`src/rtl/fetch_unit.sv`:
```
// fetch_unit: PC sequencer with one outstanding imem request
// and a small prefetch queue feeding the decoder.
module fetch_unit #(
  parameter int AW    = 16,
  parameter int IW    = 16,
  parameter int OFFW  = 6,
  parameter int DEPTH = 2,
  parameter logic [AW-1:0] RESET_PC = '0
) (
  input  logic            CLK,
  input  logic            RESET,
  output logic            imem_req,
  output logic [AW-1:0]   imem_addr,
  input  logic            imem_ack,
  input  logic [IW-1:0]   imem_data,
  output logic            inst_valid,
  output logic [IW-1:0]   inst,
  output logic [AW-1:0]   inst_pc,
  input  logic            inst_ready,
  input  logic            br_valid,
  input  logic            br_mode,
  input  logic [AW-1:0]   br_target,
  input  logic [AW-1:0]   br_pc,
  input  logic [OFFW-1:0] br_offset
);

  localparam int PW = (DEPTH > 1) ? $clog2(DEPTH) : 1;
  localparam int CW = $clog2(DEPTH + 1);

  localparam logic [CW-1:0] FULL  = CW'(DEPTH);
  localparam logic [CW-1:0] C_ONE = CW'(1);
  localparam logic [PW-1:0] P_ONE = PW'(1);
  localparam logic [AW-1:0] A_ONE = AW'(1);

  localparam logic [1:0] S_IDLE = 2'd0;
  localparam logic [1:0] S_REQ  = 2'd1;
  localparam logic [1:0] S_DROP = 2'd2;

  logic [1:0]    state;
  logic [1:0]    state_n;
  logic [AW-1:0] fpc;
  logic [AW-1:0] fpc_n;
  logic [AW-1:0] areq;
  logic [AW-1:0] areq_n;
  logic [AW-1:0] off_sx;
  logic [AW-1:0] target;

  logic [PW-1:0] head;
  logic [PW-1:0] tail;
  logic [CW-1:0] count;
  logic [CW-1:0] count_n;

  logic [AW-1:0] q_pc   [DEPTH];
  logic [IW-1:0] q_inst [DEPTH];

  logic xfer;
  logic push;
  logic pop;

  assign off_sx = {{(AW-OFFW){br_offset[OFFW-1]}}, br_offset};
  assign target = br_mode ? (br_pc + off_sx) : br_target;

  assign imem_req   = (state != S_IDLE);
  assign imem_addr  = areq;
  assign inst_valid = (count != '0);
  assign inst       = q_inst[head];
  assign inst_pc    = q_pc[head];

  assign xfer = imem_req & imem_ack;
  assign pop  = inst_valid & inst_ready;
  // stale data in DROP and data racing a redirect are never queued
  assign push = (state == S_REQ) & xfer & ~br_valid;

  always_comb begin
    count_n = count;
    if (br_valid)
      count_n = '0;
    else if (push & ~pop)
      count_n = count + C_ONE;
    else if (pop & ~push)
      count_n = count - C_ONE;
  end

  always_comb begin
    state_n = state;
    fpc_n   = fpc;
    areq_n  = areq;
    unique case (state)
      S_IDLE: begin
        if (br_valid) begin
          fpc_n   = target;
          areq_n  = target;
          state_n = S_REQ;
        end else if (count < FULL) begin
          areq_n  = fpc;
          state_n = S_REQ;
        end
      end
      S_REQ: begin
        if (br_valid) begin
          fpc_n = target;
          if (xfer)
            areq_n = target;
          else
            state_n = S_DROP;
        end else if (xfer) begin
          fpc_n = fpc + A_ONE;
          if (count_n < FULL)
            areq_n = fpc + A_ONE;
          else
            state_n = S_IDLE;
        end
      end
      S_DROP: begin
        if (br_valid) begin
          fpc_n = target;
        end else if (xfer) begin
          areq_n  = fpc;
          state_n = S_REQ;
        end
      end
      default: state_n = S_IDLE;
    endcase
  end

  always_ff @(posedge CLK or negedge RESET) begin
    if (!RESET) begin
      state <= S_IDLE;
      fpc   <= RESET_PC;
      areq  <= RESET_PC;
      count <= '0;
    end else begin
      state <= state_n;
      fpc   <= fpc_n;
      areq  <= areq_n;
      count <= count_n;
    end
  end

  always_ff @(posedge CLK or negedge RESET) begin
    if (!RESET) begin
      head <= '0;
      tail <= '0;
      for (int i = 0; i < DEPTH; i++) begin
        q_pc[i]   <= '0;
        q_inst[i] <= '0;
      end
    end else if (br_valid) begin
      head <= '0;
      tail <= '0;
    end else begin
      if (pop)
        head <= head + P_ONE;
      if (push) begin
        q_pc[tail]   <= areq;
        q_inst[tail] <= imem_data;
        tail         <= tail + P_ONE;
      end
    end
  end

endmodule

```
`config.mk`:
```
export PLATFORM = sky130hd
export DESIGN_NAME = fetch_unit
export DESIGN_NICKNAME = d
export VERILOG_FILES = /design/src/rtl/fetch_unit.sv
export SDC_FILE = /design/constraint.sdc
export NUM_CORES = 1
export LEC_CHECK = 0
export ABC_CLOCK_PERIOD_IN_PS = 3000
export CORE_MARGIN = 4
export CORE_UTILIZATION = 50
export CTS_CLUSTER_DIAMETER = 60
export DETAILED_ROUTE_END_ITERATION = 10
export GPL_TIMING_DRIVEN = 0
export PLACE_DENSITY = 0.86
export SLEW_MARGIN = 10
export SYNTH_ARGS = -nofsm -noshare
export SYNTH_HDL_FRONTEND = slang
export SYNTH_SLANG_ARGS = --single-unit
```
`constraint.sdc`:
```
create_clock -name CLK -period 3 [get_ports CLK]
set_clock_uncertainty 0.05 [all_clocks]
set_input_delay 0.45 -clock CLK [delete_from_list [all_inputs] [get_ports CLK]]
set_output_delay 0.45 -clock CLK [all_outputs]
set_load 0.02 [all_outputs]
```
==> run_results.csv, run 1 <==
group,metric,value,unit
logic_synthesis,synth.distinct_cells,77,
timing,final_max_slew_viol_count,0,
route,wire_per_inst,19.8,um
logic_synthesis,synth.area.top_cells,"dfrtp_1, mux2_2, ha_1, nand2_1, a21oi_1",
cts,cts_tree,"yes",
die,die_h,125,um
critical_path,path_cells,"clkdlybuf4s50_1 > ha_1 > inv_1 > fa_1 > nor2b_1 > o2111ai_1 > a21o_1 > a2111oi_1 > nor3_1 > o31ai_1",
critical_path,crit_arrival,3.07,ns
timing,max_slew_margin,0.484,
cells_and_area,layout_commonest_cell,"clkdlybuf4s50_1",
route,wirelength,20200,um
critical_path,crit_slowest_cell,"clkdlybuf4s50_1",
placement,routabilityCongestion,1.00,
pwr,leakagePower,3.53,nW
cts,cts_root_buf,"clkbuf_16",
route,dr_total_vias,6291,
timing,min_period,2.87,ns
pwr,internal_power,5.09,mW
cts,insertion_delay,0.35,ns
timing,setup_slack,0.127,ns
critical_path,crit_required,3.19,ns
logic_synthesis,synth_top_area_cell,"dfrtp_1",
grt,global_route.usage.met1,0.336,
cells_and_area,layout-drive-gt1-share,0.173,
logic_synthesis,synth_seq_cells,102,
cells_and_area,area.growth.synth_to_final,24.3,%
logic_synthesis,synth_area,6850,um2
cts,cts.path.max_buffers,2,
grt,grtUsageMet3,0.0478,
cells_and_area,diodes,0,
timing,rsz0062_at_grt,"no",
pwr,p_switching,3.98,mW
logic_synthesis,syn_area_per_cell,9.58,um2
pwr,clock_power_share,0.124,
grt,grtUsageTotal,0.257,
logic_synthesis,seq_area_frac_synth,0.373,
logic_synthesis,ys.flop_type,"dfrtp_1",
grt,grt_start_max_net_pins,53,
logic_synthesis,syn-num-nets,797,
die,die-area,15600,um2
logic_synthesis,synthSimpleGateAreaFrac,0.143,
pwr,pwr-share-seq,0.271,
placement,port_buffers,108,
die,pin_count,110,
critical_path,start_kind,"input pin",
timing,setup_violations,0,
route,ant_nets,0,
timing,fin_setup_tns,0,ns
timing,whs,0.0911,ns
placement,dp_hpwl,14800,um
route,drt_iter0_drc,622,
route,firstDrtPassIters,9,
critical_path,crit_fanout,4,
pwr,power,9.07,mW
timing,fin_crit_sh,0.958,
timing,report.final.hold_viol_count,0,
grt,grt-busiest-layer,"met2",
logic_synthesis,synthMuxAreaShare,0.177,
logic_synthesis,synthAdderAreaFrac,0.0444,
cts,numCtsBuffers,9,
grt,grt_pass1_wl,32900,um
logic_synthesis,synth_top_family_by_area,"compound AO/OA/AOI/OAI gates",
logic_synthesis,synthCells,715,
die,die_w,125,um
logic_synthesis,synth_edf_count,0,
grt,grt_pass1_vias,6210,
placement,place_ws,-0.545,ns
pwr,peakVddDrop,0.473,mV
pwr,switching_share,0.439,
run,maxCapViolCount,0,
die,num_rows,42,
logic_synthesis,ys_warn_count,0,
timing,worst_pin_slew,0.770,ns
hold_path,hp-class,"input pin to async pin",
grt,grt-ovfl-total,0,
critical_path,end_kind,"flip-flop",
cts,htreeDepth,3,
grt,antenna_found_initial,0,
cells_and_area,final_cell_mix,"clkdlybuf4s50_1, dfrtp_1, mux2_2, nand2_1, nor2_1",
pwr,combPwrFrac,0.606,
critical_path,slowest_delay,0.46,ns
timing,max_freq,0.348,GHz
logic_synthesis,synthXorXnorAreaFrac,0.0243,
cells_and_area,nets,920,
pwr,powerDensity,1070,nW/um2
die,start_util,0.513,
critical_path,critPathKind,"input pin to flip-flop",
cts,cts.sinks,102,
logic_synthesis,synth_compound_area_frac,0.192,
route,vias_per_cell,6.17,
run_status,status,"finished clean",
cts,clkSlewWorstSetupHoldPaths,0.07,ns
grt,grtUsageMet2,0.426,
logic_synthesis,synth_top_area_frac,0.373,
logic_synthesis,synth-async-reset-ratio,1.00,
route,drc,0,
die,core_area,13300,um2
[path summary, 6_finish.rpt]
check / start / endpoint / slack [ns] / cells past startpoint
setup / recovery: br_pc[0] / imem_addr[10] / 0.13 / 10
max in group asynchronous: RESET / fpc[12] / 2.11 / 2
setup reg to reg: state[0] / imem_addr[10] / 0.17 / 9
hold / removal: RESET / q_inst[14] / 0.09 / 1
min in group CLK: q_pc[27] / q_pc[27] / 0.45 / 1
hold reg to reg: q_pc[27] / q_pc[27] / 0.45 / 1
[synthesized netlist by cell type, drive strengths merged, types with 5 or more instances]
master / n
and3: 8
a211oi: 6
nand4: 16
mux2i: 7
xnor2: 11
nand2: 59
nor2b: 8
xor2: 8
mux2: 101
o22ai: 5
ha: 21
dfrtp: 102
a2111oi: 5
o21ai: 35
nor2: 48
inv: 18
nand3: 18
o21a: 8
nor3: 12
clkbuf: 41
a21o: 14
buf: 16
a21oi: 40
a31oi: 11
and2: 5
[final cells by class]
class,count,area [um2]
multi-input cells,537,4000
fillers,1104,4830
plain buffers,56,249
repair buffers,113,1140
well taps,176,220
clock buffers,9,225
clock inverters,7,58.8
flip-flops and latches,102,2550
inverters,19,71.3
[layer usage]
layer,part of all wire,wire length [um],vias up
met5,0,0,-
met4,0.036,727,0
met3,0.076,1540,65
met2,0.48,9710,327
met1,0.41,8240,3003
li1,-,-,2896
[timing repair]
item,4_1_cts,5_1_grt
hold buffers,0,0
buffers inserted,0,4
pin swaps,0,1
resized for setup,5,7
endpoints found under the setup margin,22,14
[critical path, delay by kind of cell]
kind | cells | cell delay [ns]
AO/OA/AOI/OAI | 4 | 1.14
adder cells (fa/ha/maj) | 2 | 0.56
buffers and inverters | 2 | 0.52
AND/OR/NAND/NOR | 2 | 0.38
[cells by family after synthesis]
| group | after synthesis |
|---|---|
| AOI/OAI and AO/OA | 187 |
| xor gates and xnor gates | 19 |
| adders and majority gates | 24 |
| buffers and inverters | 76 |
| DFF | 102 |
| muxes | 108 |
| and+or+nand+nor | 199 |
[registers in the layout, summed over array words and instances (netlist names)]
name	flops
q_inst	32
head	1
count	2
q_pc	32
tail	1
fpc	16
imem_addr	16
state	2
[power groups by stage]
| stage | sequential (mW) | clock [mW] | combinational, mW |
|---|---|---|---|
| 2_1_floorplan | 2.44 | 0 | 3.42 |
| 3_5_place_dp | 2.45 | 0 | 5.29 |
| 6_report | 2.46 | 1.12 | 5.50 |
| 4_1_cts | 2.44 | 1.13 | 5.35 |
| 5_1_grt | 2.53 | 1.19 | 5.89 |
| 3_3_place_gp | 2.41 | 0 | 5.18 |
[through the flow]
step                      area, um2   util  cells
after detailed placement       8180  0.613   1000
after floorplan                6850      -    715
after CTS                      8470  0.635   1016
final                          8510  0.638   1019
after global routing           8510  0.638   1019
after global placement         8150  0.611    999
(Power assumes the default switching activity.)
==> run 2: changes to the inputs <==
- PLACE_DENSITY: 0.86 -> not set
- PLACE_DENSITY_LB_ADDON: not set -> 0.05
==> run_results.csv, run 2 (same netlist as run 1, synthesis figures left out) <==
group,metric,value,unit
run_status,status,"finished clean",
timing,final_max_slew_viol_count,0,
cts,numCtsBuffers,9,
cells_and_area,fill_cells,1114,
die,die-area,15600,um2
pwr,power,9.26,mW
cts,cts_hold_buffers,0,
grt,antenna_found_initial,0,
cells_and_area,area.growth.synth_to_final,25.1,%
route,wire_per_inst,21.3,um
route,dr_total_vias,6384,
grt,grt-ovfl-total,0,
die,pin_count,110,
cells_and_area,diodes,0,
timing,max_slew_margin,0.428,
route,wirelength,21700,um
cts,cts.path.max_buffers,2,
placement,routabilityCongestion,0.934,
grt,grt_start_max_net_pins,68,
cts,insertion_delay,0.36,ns
critical_path,end_kind,"flip-flop",
die,num_rows,42,
placement,post-place-cells,1000,
die,start_util,0.513,
cells_and_area,final_cell_mix,"clkdlybuf4s50_1, dfrtp_1, mux2_2, nand2_1, nor2_1",
route,drt_iter0_drc,603,
cts,cts_root_buf,"clkbuf_16",
timing,worst_pin_slew,0.853,ns
critical_path,crit_required,3.21,ns
timing,setup_violations,0,
route,firstDrtPassIters,6,
cts,htreeDepth,3,
timing,fin_crit_sh,0.948,
route,vias_per_cell,6.26,
cells_and_area,fin_cells,1019,
cells_and_area,layout_commonest_cell,"clkdlybuf4s50_1",
critical_path,start_kind,"flip-flop",
cells_and_area,nets,920,
hold_path,hp-class,"input pin to async pin",
critical_path,crit_fanout,10,
critical_path,crit_arrival,3.06,ns
die,die_w,125,um
grt,grtUsageTotal,0.274,
placement,port_buffers,108,
cts,clkSlewWorstSetupHoldPaths,0.07,ns
timing,report.final.hold_viol_count,0,
critical_path,critPathKind,"flip-flop to flip-flop",
placement,placed_area,8180,um2
grt,grt_pass1_wl,34600,um
die,core_area,13300,um2
cts,cts_tree,"yes",
critical_path,r2r-start,"state[0]",
cts,cts.sinks,102,
cells_and_area,top_regs,"q_inst (32), q_pc (32)",
route,ant_nets,0,
timing,whs,0.00850,ns
run,maxCapViolCount,0,
cells_and_area,ff_latch_area,2550,um2
pwr,leakagePower,3.56,nW
cells_and_area,layout-drive-gt1-share,0.187,
critical_path,critPathLaunch,"state[0]",
cells_and_area,multiInputGateArea,4030,um2
die,die_h,125,um
cells_and_area,fin_area,8570,um2
pwr,powerDensity,1080,nW/um2
placement,dp_hpwl,15900,um
timing,min_period,2.85,ns
timing,max_freq,0.351,GHz
grt,grt_pass1_vias,6274,
pwr,peakVddDrop,0.493,mV
route,drc,0,
run 2: power by group:
group	switching (mW)	total (mW)	internal, mW
Combinational	3.07	5.59	2.52
Sequential	0.444	2.45	2.01
Clock	0.610	1.21	0.602
Total	4.13	9.26	5.13
run 2: path summary, 6_finish.rpt:
check                      cells after the start  slack [ns]            end
max                                            9        0.15  imem_addr[10]
min                                            1       0.009        q_pc[0]
max reg2reg                                    9        0.15  imem_addr[10]
min reg2reg                                    2        0.45       q_pc[14]
max in group asynchronous                      2        2.20   imem_addr[9]
min in group CLK                               2        0.45       q_pc[14]
run 2: cell type report:
cell class	instances	share of cell area
clock buffers	9	0.0263
inverters	19	0.00832
clock inverters	7	0.00949
plain buffers	56	0.0296
multi-input cells	537	0.471
flip-flops and latches	102	0.298
well taps	176	0.0257
repair buffers	113	0.132
run 2: repair_timing:
action	in CTS	in global routing
pin swaps	0	1
gates resized for setup	7	21
buffers inserted	0	4
setup endpoints to repair	14	27
run 2: worst max-delay path: stages, from the launching register on:
cell,delay (ns)
dfrtp_1,0.40
inv_1,0.08
ha_1,0.38
clkinv_1,0.42
nor2_2,0.43
clkbuf_1,0.44
o21ai_0,0.16
o21ai_0,0.17
mux2i_1,0.13
o31ai_1,0.08
run 2: routing by layer:
layer,wire length (um),GRT usage
met1,9060,0.361
met2,10400,0.456
met3,1590,0.0426
met4,566,0.103
met5,0,0
run 2: per-stage QoR:
stage                     setup TNS [ns]  setup WS (ns)  utilization
after floorplan                        0          0.417            -
after global placement           -241.00          -2.30        0.611
after detailed placement           -7.57         -0.878        0.613
after CTS                              0        0.00272        0.637
after global routing             -0.0109        -0.0109        0.642
final                                  0          0.155        0.642
==> run 3: changes to the inputs <==
- CELL_PAD_IN_SITES_DETAIL_PLACEMENT: not set -> 0
- CELL_PAD_IN_SITES_GLOBAL_PLACEMENT: not set -> 2
- CORE_ASPECT_RATIO: not set -> 1.75
- CORE_UTILIZATION: 50 -> 34
==> run_results.csv, run 3 (same netlist as run 1, synthesis figures left out) <==
group,metric,value,unit
timing,rsz0062_at_grt,"no",
timing,setup_slack,0.0845,ns
run_status,status,"finished clean",
cells_and_area,nets,919,
timing,whs,0.426,ns
cts,cts_tree,"yes",
timing,setup_violations,0,
route,drt_iter0_drc,403,
grt,grt-busiest-layer,"met2",
grt,grtUsageMet2,0.393,
timing,report.final.hold_viol_count,0,
timing,min_period,2.92,ns
timing,max_slew_margin,0.468,
cells_and_area,final_cell_mix,"clkdlybuf4s50_1, dfrtp_1, mux2_2, nand2_1, nor2_1",
cts,clkSlewWorstSetupHoldPaths,0.07,ns
critical_path,crit_required,3.20,ns
die,die_h,196,um
die,pin_count,110,
route,ant_nets,0,
cells_and_area,layout_commonest_cell,"clkdlybuf4s50_1",
placement,place_ws,-0.873,ns
timing,fin_crit_sh,0.972,
die,core_area,19700,um2
critical_path,r2r_slack,0.21,ns
critical_path,crit_fanout,4,
critical_path,end_kind,"flip-flop",
timing,final_max_slew_viol_count,0,
cts,cts.path.max_buffers,2,
cells_and_area,layout-drive-gt1-share,0.181,
route,wire_per_inst,21.1,um
placement,port_buffers,108,
grt,grtUsageMet3,0.0238,
die,die_w,115,um
grt,grt-ovfl-total,0,
hold_path,hold_end,"q_pc[14]",
placement,routabilityCongestion,0.935,
cells_and_area,fin_cells,1087,
cts,htreeDepth,3,
critical_path,worst-r2r-cell-count,8,
critical_path,crit_arrival,3.11,ns
grt,grtUsageTotal,0.203,
die,die-area,22600,um2
route,drc,0,
run,maxCapViolCount,0,
pwr,leakagePower,3.55,nW
die,start_util,0.347,
cts,numCtsBuffers,9,
critical_path,r2r-start,"state[0]",
grt,grt_start_max_net_pins,89,
cts,insertion_delay,0.35,ns
cts,cts_root_buf,"clkbuf_16",
route,dr_total_vias,6107,
pwr,peakVddDrop,0.568,mV
cells_and_area,area.growth.synth_to_final,26.0,%
grt,grt_pass1_vias,6248,
route,wirelength,23000,um
route,vias_per_cell,5.62,
hold_path,worstHoldStart,"q_pc[14]",
placement,post-place-cells,1069,
timing,max_freq,0.343,GHz
pwr,powerDensity,1050,nW/um2
critical_path,r2r-end,"imem_addr[14]",
critical_path,critPathKind,"input pin to flip-flop",
cells_and_area,diodes,0,
die,num_rows,68,
cells_and_area,top_regs,"q_inst (32), q_pc (32)",
grt,antenna_found_initial,0,
pwr,power,9.08,mW
hold_path,hp-class,"flip-flop to flip-flop",
grt,global_route.usage.met1,0.210,
hold_path,hold_path_depth,2,
grt,grt_pass1_wl,35100,um
timing,worst_pin_slew,0.793,ns
placement,dp_hpwl,18500,um
route,firstDrtPassIters,5,
critical_path,start_kind,"input pin",
cts,cts.sinks,102,
## run 3: report_power, final
group / internal [mW] / switching (mW) / total, mW
Clock: 0.655 / 0.506 / 1.16
Sequential: 2.01 / 0.398 / 2.41
Combinational: 2.53 / 2.98 / 5.51
## run 3: worst max-delay path, stage by stage
cell             delay, ns
clkdlybuf4s50_1       0.46
ha_1                  0.17
inv_1                 0.06
fa_1                  0.41
nor2b_2               0.19
o2111ai_1             0.24
a21o_1                0.30
a2111oi_1             0.42
nor3_1                0.17
o31ai_1               0.25
## run 3: what timing repair did
action	4_1_cts	5_1_grt
buffers inserted	0	5
resized for setup	7	9
hold endpoints to repair	14	0
setup endpoints to repair	43	13
pin swaps	0	1
hold buffers	1	0
## run 3: area by class of cell
type,count,area (um2)
fillers,1953,11100
multi-input cells,537,4010
flip-flops and latches,102,2550
repair buffers,115,1150
well taps,245,307
clock buffers,14,284
plain buffers,53,240
inverters,19,71.3
clock inverters,2,13.8
## run 3: per-stage QoR
stage	area [um2]	utilization	setup TNS, ns
2_1_floorplan	6850	-	0
3_3_place_gp	8240	0.417	-273.14
3_5_place_dp	8270	0.419	-10.12
4_1_cts	8600	0.436	0
5_1_grt	8630	0.437	0
6_report	8630	0.437	0
## run 3: worst max-delay path by stage
stage	startpoint	to	cells after the start
3_5_place_dp	br_offset[5]	imem_addr[15]	9
4_1_cts	state[1]	imem_addr[10]	9
5_1_grt	br_pc[0]	imem_addr[10]	10
6_report	br_pc[0]	imem_addr[10]	10
3_3_place_gp	RESET	fpc[1]	1
2_1_floorplan	state[0]	imem_addr[10]	10
## run 3: metal layers
layer	wire length, um	share of wire
met3	844	0.037
met1	8270	0.36
met5	0	0
met4	956	0.042
met2	12900	0.56
